### config.mk
export PLATFORM = sky130hd
export DESIGN_NAME = uart_rx_8n1
export DESIGN_NICKNAME = d
export VERILOG_FILES = /design/src/rtl/uart_rx_8n1.sv
export SDC_FILE = /design/constraint.sdc
export NUM_CORES = 1
export LEC_CHECK = 0
export BUFFER_PORTS_ARGS = -buffer_cell sky130_fd_sc_hd__buf_2
export CAP_MARGIN = 25
export CORE_MARGIN = 3
export CORE_UTILIZATION = 40
export CTS_BUF_LIST = sky130_fd_sc_hd__clkbuf_8
export DETAILED_ROUTE_END_ITERATION = 12
export GPL_ROUTABILITY_DRIVEN = 1
export PLACE_DENSITY = 0.67
export SLEW_MARGIN = 10
export SYNTH_ARGS = -nofsm -noshare
export SYNTH_HDL_FRONTEND = slang
export SYNTH_SLANG_ARGS = --single-unit
### constraint.sdc
create_clock -name clk -period 6.1 [get_ports clk]
set_input_delay 1.22 -clock clk [delete_from_list [all_inputs] [get_ports clk]]
set_output_delay 1.22 -clock clk [all_outputs]
set_load 0.1 [all_outputs]
### src/rtl/uart_rx_8n1.sv
// 8N1 UART receiver: centre-samples each bit on the fabric clock and hands bytes
// downstream over valid/ready, with one-cycle framing-error and overrun pulses.
module uart_rx_8n1 #(
    parameter int CLKS_PER_BIT = 1250
) (
    input  logic       clk,
    input  logic       rst,
    input  logic       rx,
    output logic [7:0] rx_data,
    output logic       rx_valid,
    input  logic       rx_ready,
    output logic       frame_err,
    output logic       overrun,
    output logic       busy
);

    // Handshake: a byte is transferred in any cycle where rx_valid and rx_ready are
    // both 1; rx_data is stable while rx_valid is 1 and changes only when a byte loads.

    localparam int CW = $clog2(CLKS_PER_BIT);
    localparam logic [CW-1:0] HALF_M1 = CW'(CLKS_PER_BIT / 2 - 1);
    localparam logic [CW-1:0] FULL_M1 = CW'(CLKS_PER_BIT - 1);

    typedef enum logic [2:0] {
        S_IDLE,
        S_START,
        S_DATA,
        S_STOP,
        S_BREAK
    } state_t;

    state_t          state;
    logic [CW-1:0]   cnt;
    logic [2:0]      bit_idx;
    logic [7:0]      shift;
    logic            rx_m;
    logic            rx_s;

    always_ff @(posedge clk) begin
        if (rst) begin
            rx_m      <= 1'b1;
            rx_s      <= 1'b1;
            state     <= S_IDLE;
            cnt       <= '0;
            bit_idx   <= '0;
            shift     <= '0;
            rx_data   <= '0;
            rx_valid  <= 1'b0;
            frame_err <= 1'b0;
            overrun   <= 1'b0;
            busy      <= 1'b0;
        end else begin
            rx_m      <= rx;
            rx_s      <= rx_m;
            frame_err <= 1'b0;
            overrun   <= 1'b0;

            // Accept clears valid; a load in the same cycle below overrides this.
            if (rx_valid && rx_ready) begin
                rx_valid <= 1'b0;
            end

            case (state)
                S_IDLE: begin
                    cnt <= '0;
                    if (!rx_s) begin
                        state <= S_START;
                        busy  <= 1'b1;
                    end
                end
                S_START: begin
                    if (cnt == HALF_M1) begin
                        cnt     <= '0;
                        bit_idx <= '0;
                        if (!rx_s) begin
                            state <= S_DATA;
                        end else begin
                            state <= S_IDLE;
                            busy  <= 1'b0;
                        end
                    end else begin
                        cnt <= cnt + 1'b1;
                    end
                end
                S_DATA: begin
                    if (cnt == FULL_M1) begin
                        cnt            <= '0;
                        shift[bit_idx] <= rx_s;
                        if (bit_idx == 3'd7) begin
                            state <= S_STOP;
                        end else begin
                            bit_idx <= bit_idx + 3'd1;
                        end
                    end else begin
                        cnt <= cnt + 1'b1;
                    end
                end
                S_STOP: begin
                    if (cnt == FULL_M1) begin
                        cnt <= '0;
                        if (rx_s) begin
                            // Leave mid stop bit so a back-to-back start edge is caught.
                            state <= S_IDLE;
                            busy  <= 1'b0;
                            if (!rx_valid || rx_ready) begin
                                rx_data  <= shift;
                                rx_valid <= 1'b1;
                            end else begin
                                overrun <= 1'b1;
                            end
                        end else begin
                            frame_err <= 1'b1;
                            state     <= S_BREAK;
                        end
                    end else begin
                        cnt <= cnt + 1'b1;
                    end
                end
                S_BREAK: begin
                    cnt <= '0;
                    if (rx_s) begin
                        state <= S_IDLE;
                        busy  <= 1'b0;
                    end
                end
                default: begin
                    state <= S_IDLE;
                    busy  <= 1'b0;
                    cnt   <= '0;
                end
            endcase
        end
    end

endmodule

=== Word level (Yosys, flattened, before mapping) ===
Index checks and enable logic that the tools add are counted.

* Eq/ne operators: 14
* Shifts and indexed selects: 0
* $add $sub $neg: 2
* Magnitude comparators: 2
* Bitwise operators: 4
* Divide/modulo/power cells: 0
* Reduce and logical (&&, ||, !) cells: 14
* $mul: 0
* Muxes and demuxes: 31

{| class="wikitable"
|+ Operators by type and width
! kind !! count
|-
| 2-to-1 mux 3 bit || 10
|-
| 2-to-1 mux 11 bit || 2
|-
| one-hot mux 11 bit (2 select lines) || 1
|-
| one-hot mux 3 bit (5 select lines) || 1
|-
| != test 2 bit, second input constant || 7
|-
| 2-to-1 mux 1 bit || 12
|-
| AND reduction 4 bit || 3
|-
| adder 11 x 1 -> 11 bit, second input constant || 1
|-
| equality test 11 x 10 -> 1 bit, second input constant || 1
|-
| equality test 11 bit, second input constant || 1
|-
| bitwise mux 8 bit || 1
|-
| equality test 3 x 2 -> 1 bit, second input constant || 2
|-
| equality test 3 bit, second input constant || 2
|-
| one-hot mux 3 bit (2 select lines) || 1
|-
| AND reduction 6 bit || 1
|-
| one-hot mux 1 bit (5 select lines) || 1
|-
| < comparator 3 x 4 -> 1 bit, second input constant || 1
|-
| inverter 1 bit || 4
|-
| OR reduction 4 bit || 1
|-
| adder 3 x 1 -> 3 bit, second input constant || 1
|-
| demux 1 bit (select 3 bit) || 1
|-
| equality test 3 x 1 -> 1 bit, second input constant || 1
|-
| greater-or-equal comparator 3 x 1 -> 1 bit, second input constant || 1
|-
| zero test 3 bit || 1
|-
| 8 further kinds || 9
|}

* Bits in writable memories: 0
* Latch bits: 0
* ROM bits: 0
* Output and inout bits: 12
* Bits of input ports: 4
* Memories kept: 0
* Bits in registers: 39

=== Logic depth before layout (Yosys ltp) ===
* Depth after elaboration: 6
* Gate-level depth with buffers: 8

=== Worst setup path before layout ===
No wires, ideal clock.

* Path kind: flip-flop to output port
* Start: reg rx_valid
* End: out rx_valid
* Stages on the path, launching flop included: 1
* Arrival time: 0.925 ns
* Path buffers: 0
* Setup slack: 3.955 ns
* Cells stage by stage: dfxtp_1

{| class="wikitable"
|+ RTL lines
! what !! RTL line !! text
|-
| start: declaration || 10 || <nowiki>output logic rx_valid,</nowiki>
|-
| start signal: assignment || 48 || <nowiki>rx_valid <= 1'b0;</nowiki>
|-
| start signal: assignment || 60 || <nowiki>rx_valid <= 1'b0;</nowiki>
|-
| start signal: assignment || 107 || <nowiki>rx_valid <= 1'b1;</nowiki>
|}

No word-level cell between the ends.

=== Worst setup path after layout ===
* Start: reg cnt[3]
* End: reg state[1]

* Cells in the longest elaborated chain, start to end: 3

{| class="wikitable"
|+ RTL lines
! what !! RTL line !! text
|-
| start: declaration || 33 || <nowiki>logic [CW-1:0] cnt;</nowiki>
|-
| start signal: assignment || 82 || <nowiki>cnt <= cnt + 1'b1;</nowiki>
|-
| start signal: assignment || 95 || <nowiki>cnt <= cnt + 1'b1;</nowiki>
|-
| start signal: assignment || 116 || <nowiki>cnt <= cnt + 1'b1;</nowiki>
|-
| equality test 11 bit or equality test 11 x 10 -> 1 bit (tied branches) || 86, 99, 72 ||
|-
| != test 2 bit (no line) || n/a ||
|-
| AND reduction 6 bit (no line) * || n/a ||
|-
| end signal: assignment || 90 || <nowiki>state <= S_STOP;</nowiki>
|-
| end signal: assignment || 103 || <nowiki>state <= S_IDLE;</nowiki>
|-
| end signal: assignment || 113 || <nowiki>state <= S_BREAK;</nowiki>
|-
| end: declaration || 32 || <nowiki>state_t state;</nowiki>
|}

Mark *: on every way between the ends. The rest lies on a longest branch, timed or not.
A chain may end at the register's enable or synchronous reset.

==> tab_implementation.tex <==
\begin{tabular}{lr}
\hline
Metric & Value \\
\hline
\multicolumn{2}{l}{\textbf{Timing}} \\
\quad Final count of pins violating max slew & 0 \\
\quad Worst slew margin relative to its limit & 57.96\% \\
\quad Final clock period utilization by the worst path & 37.93\% \\
\quad Worst setup skew after layout & 7.844 ps \\
\quad Minimum clock period after layout & 2314 ps \\
\quad Transition time at the pin with the least slew margin & 624.9 ps \\
\quad Setup Viol. Count Final & 0 \\
\quad Total Negative Setup Slacks & 0 ps \\
\quad Setup repair after global routing missed its margin & false \\
\quad Count of final hold-check violations & 0 \\
\quad Maximum achievable frequency & 432.2 MHz \\
\multicolumn{2}{l}{\textbf{Yosys}} \\
\quad Adder-Cell Fraction of Synth Area & 3.418\% \\
\quad Top area cells in the synthesized netlist & sky130\_fd\_sc\_hd\_\_dfxtp\_1 (43\%), sky130\_fd\_sc\_hd\_\_mux2i\_1 (12\%), sky130\_fd\_sc\_hd\_\_nor2\_1 (8.4\%) \\
\quad Largest area contributor in the netlist & sky130\_fd\_sc\_hd\_\_dfxtp\_1 \\
\quad Syn Nets & 205 \\
\quad Part of the Yosys area used for sequential elements & 42.65\% \\
\quad Most common library cells after synthesis & sky130\_fd\_sc\_hd\_\_nor2\_1 (41), sky130\_fd\_sc\_hd\_\_dfxtp\_1 (39), sky130\_fd\_sc\_hd\_\_mux2i\_1 (22) \\
\quad Xor and xnor fraction of the mapped netlist area & 4.785\% \\
\quad Mapped Area & 0.001831 mm2 \\
\quad Post-synthesis compound-gate area fraction & 3.828\% \\
\quad Area fraction in and, or, nand and nor cells after synthesis & 27.89\% \\
\quad Distinct cells, synth & 42 \\
\quad Async set-or-reset flop fraction in the synthesized netlist & 0\% \\
\quad Instance count of the mapped netlist & around 200 \\
\quad Number of enable flip-flop cells after synthesis & 0 \\
\quad Most instantiated flip-flop cell in the synthesis netlist & sky130\_fd\_sc\_hd\_\_dfxtp\_1 \\
\quad Most used standard cell by instance count after synthesis & sky130\_fd\_sc\_hd\_\_nor2\_1 \\
\quad Yosys warns & 0 \\
\quad Main combinational cell family by area after synthesis & simple AND/OR/NAND/NOR gates \\
\quad Number of storage elements in the synthesis netlist & 39 \\
\quad Per-instance average area after synthesis & 9.339 um2 \\
\quad Fraction of post-synthesis cell area in the top cell type by area & 42.65\% \\
\quad Post-synthesis mux area share & 12.85\% \\
\multicolumn{2}{l}{\textbf{Clocking}} \\
\quad \# Post-CTS Setup Buffers & 0 \\
\quad Worst-skew pair later-pin latency & 290 ps \\
\quad Clk sink count & 39 \\
\quad Hold buffer count at CTS & 0 \\
\quad Count of cells resized by post-cts repair & 0 \\
\quad Clock slew seen by the registers of the worst setup and hold paths & 70 ps \\
\quad H-Tree Depth & 2 \\
\quad Clk Tree Root Cell & sky130\_fd\_sc\_hd\_\_clkbuf\_8 \\
\quad TritonCTS clock tree & yes \\
\quad Number of clock buffers inserted by TritonCTS & 5 \\
\quad Buffers from clock root to sink, at most & 2 \\
\multicolumn{2}{l}{\textbf{Power}} \\
\quad Pwr dens & approximately 220 mW/mm2 \\
\quad Worst-case vdd ir drop & 0.1293 mV \\
\quad Static leakage & 0.8314 nW \\
\multicolumn{2}{l}{\textbf{Global route}} \\
\quad Remaining Overflow, GRT & 0 \\
\quad Total routing usage reported by global routing & 12.66\% \\
\quad Vias in the first global route & 1,230 \\
\quad Antenna violations before repair & 0 \\
\quad Largest net degree at the start of global routing & 32 \\
\quad Wire length of the first global-routing pass & 5.395 mm \\
\multicolumn{2}{l}{\textbf{Drt}} \\
\quad Number of vias after detailed routing & 1,299 \\
\quad Drt first pass iters & 4 \\
\quad Routed wire length & 3.115 mm \\
\quad Residual antenna-violating net count after detailed routing & 0 \\
\quad Average wire per cell in the routed design & approximately 12 um \\
\quad Starting DRC count in detailed routing & 69 \\
\quad Routed vias/inst & 5.074 \\
\quad Post-route DRC & 0 \\
\multicolumn{2}{l}{\textbf{Place}} \\
\quad Area after DPL & 0.001907 mm2 \\
\quad GPL Wtd Cong & roughly 0.68 \\
\quad Input/output buffers & 15 \\
\quad DP HPWL & between 2 and 2.5 mm \\
\multicolumn{2}{l}{\textbf{Critical path}} \\
\quad Worst endpoint required time & 6280 ps \\
\quad Largest stage delay on the critical path & 480 ps \\
\quad Highest net fanout along the worst path & 6 \\
\quad Slowest-stage cell, CP & sky130\_fd\_sc\_hd\_\_or3\_1 \\
\quad Cell-by-cell trace of the critical path & or3\_1 -> nor3\_2 -> o22ai\_1 -> a221o\_1 -> mux2\_4 \\
\quad Arrival time of data at the critical path endpoint & 2490 ps \\
\quad Worst setup SP type & register \\
\quad Worst Setup Path Type & reg -> reg \\
\quad Number of buffers and inverters on the critical path & 0 \\
\quad Cell family contributing the most delay on the critical path & simple AND/OR/NAND/NOR gates \\
\quad Critical path capture point type & register \\
\multicolumn{2}{l}{\textbf{Die}} \\
\quad Starting Density & 43.57\% \\
\quad Chip width & 73.65 um \\
\quad Core area & 0.004202 mm2 \\
\quad Row Count & 23 \\
\quad Area enclosed by the die boundary & about 0.0054 mm2 \\
\quad Floorplan die height & 73.65 um \\
\quad Boundary pin count & 16 \\
\multicolumn{2}{l}{\textbf{Status}} \\
\quad Result of the run & finished clean \\
\multicolumn{2}{l}{\textbf{Worst hold path}} \\
\quad Tightest Hold Check Type & reg -> reg \\
\multicolumn{2}{l}{\textbf{Cells and area}} \\
\quad Final net count & 214 \\
\quad Fraction of layout instances using a drive strength above 1 & between 10\% and 20\% \\
\quad P\&R area growth vs syn & 8.817\% \\
\quad Filler cell count in the final layout & 406 \\
\quad Number of diodes added for antenna fixing & 0 \\
\quad Area of all placed cells without fillers & 0.001992 mm2 \\
\multicolumn{2}{l}{\textbf{Flow run}} \\
\quad Max-cap viol count & 0 \\
\hline
\end{tabular}
## worst register-to-register path, cell delays in order, from the launching register on
cell                      delay (ps)
sky130_fd_sc_hd__dfxtp_1         350
sky130_fd_sc_hd__or3_1           480
sky130_fd_sc_hd__nor3_2          470
sky130_fd_sc_hd__o22ai_1         240
sky130_fd_sc_hd__a221o_1         360
sky130_fd_sc_hd__mux2_4          300
## registers in the layout, summed over array words and instances, names as in the netlist
name and cells:
rx_m 1, frame_err 1, cnt 11, rx_s 1
state 3, bit_idx 3, overrun 1, shift 8
rx_valid 1, rx_data 8, busy 1
## kinds of logic after synthesis
family          after synthesis
compound gates               10
xor+xnor                     10
fa+ha+maj                     5
buf+inv                      18
flops                        39
mux                          23
simple gates                 91
## final cells by class
cell class	count	area (um2)	share of cell area, %
Clock buffer	5	68.82	3.455
Clock inverter	3	16.27	0.8166
Inverter	4	15.01	0.7538
Multi-Input combinational cell	139	965.9	48.49
Sequential cell	39	780.7	39.20
Tap cell	50	62.56	3.141
Timing Repair Buffer	16	82.58	4.146
## worst paths after layout
path / startpoint / endpoint / slack (ps) / depth (start not counted)
max: cnt[3] / state[1] / 3790 / 5
min: rx_m / rx_s / 410 / 1
max reg2reg: cnt[3] / state[1] / 3790 / 5
min reg2reg: rx_m / rx_s / 410 / 1
## per-stage QoR
step	hold slack [ps]	worst slack, ps	std cells	total power [mW]	util (%)
2_1_floorplan	389.5	3955	196	0.2795	-
3_3_place_gp	393.1	3832	248	0.2820	45.38
3_5_place_dp	392.9	3821	248	0.2821	45.38
4_1_cts	409.3	3811	256	0.4477	47.41
5_1_grt	421.3	3710	256	0.4577	47.41
6_report	408.6	3786	256	0.4408	47.41
## metal layers
metal  global-route usage [%]  share of wire (%)  up-vias
met4                    4.225                1.4        0
met3                    4.514                3.5        6
met5                        0                  0        -
met2                    19.78                 43       17
met1                    16.16                 52      591
li1                         -                  -      685
## placed cells by master, fill, tap and decap left out, drive strengths merged, types with 2 or more instances in the layout
cell type  synthesis  routed
clkbuf             6       5
mux2i             22      22
xor2               5       5
or2                2       2
nor4               4       4
nor2b              2       2
o22ai              2       2
inv                4       5
nand4              3       3
buf                8      16
nor4b              2       2
xnor2              5       5
or3                2       2
and2               3       3
nand2b             2       2
or3b               2       2
nand4b             3       3
nand3b             2       2
and3               2       2
nand3              6       6
o21ai              2       2
ha                 5       5
nor2              41      41
nand2              6       6
dfxtp             39      39
nor3               6       6
## report_power, final
group	switching, mW	internal (mW)
combinational	0.0120	0.00545
clock	0.0866	0.0781
sequential	0.00246	0.256
(Power assumes the default switching activity.)
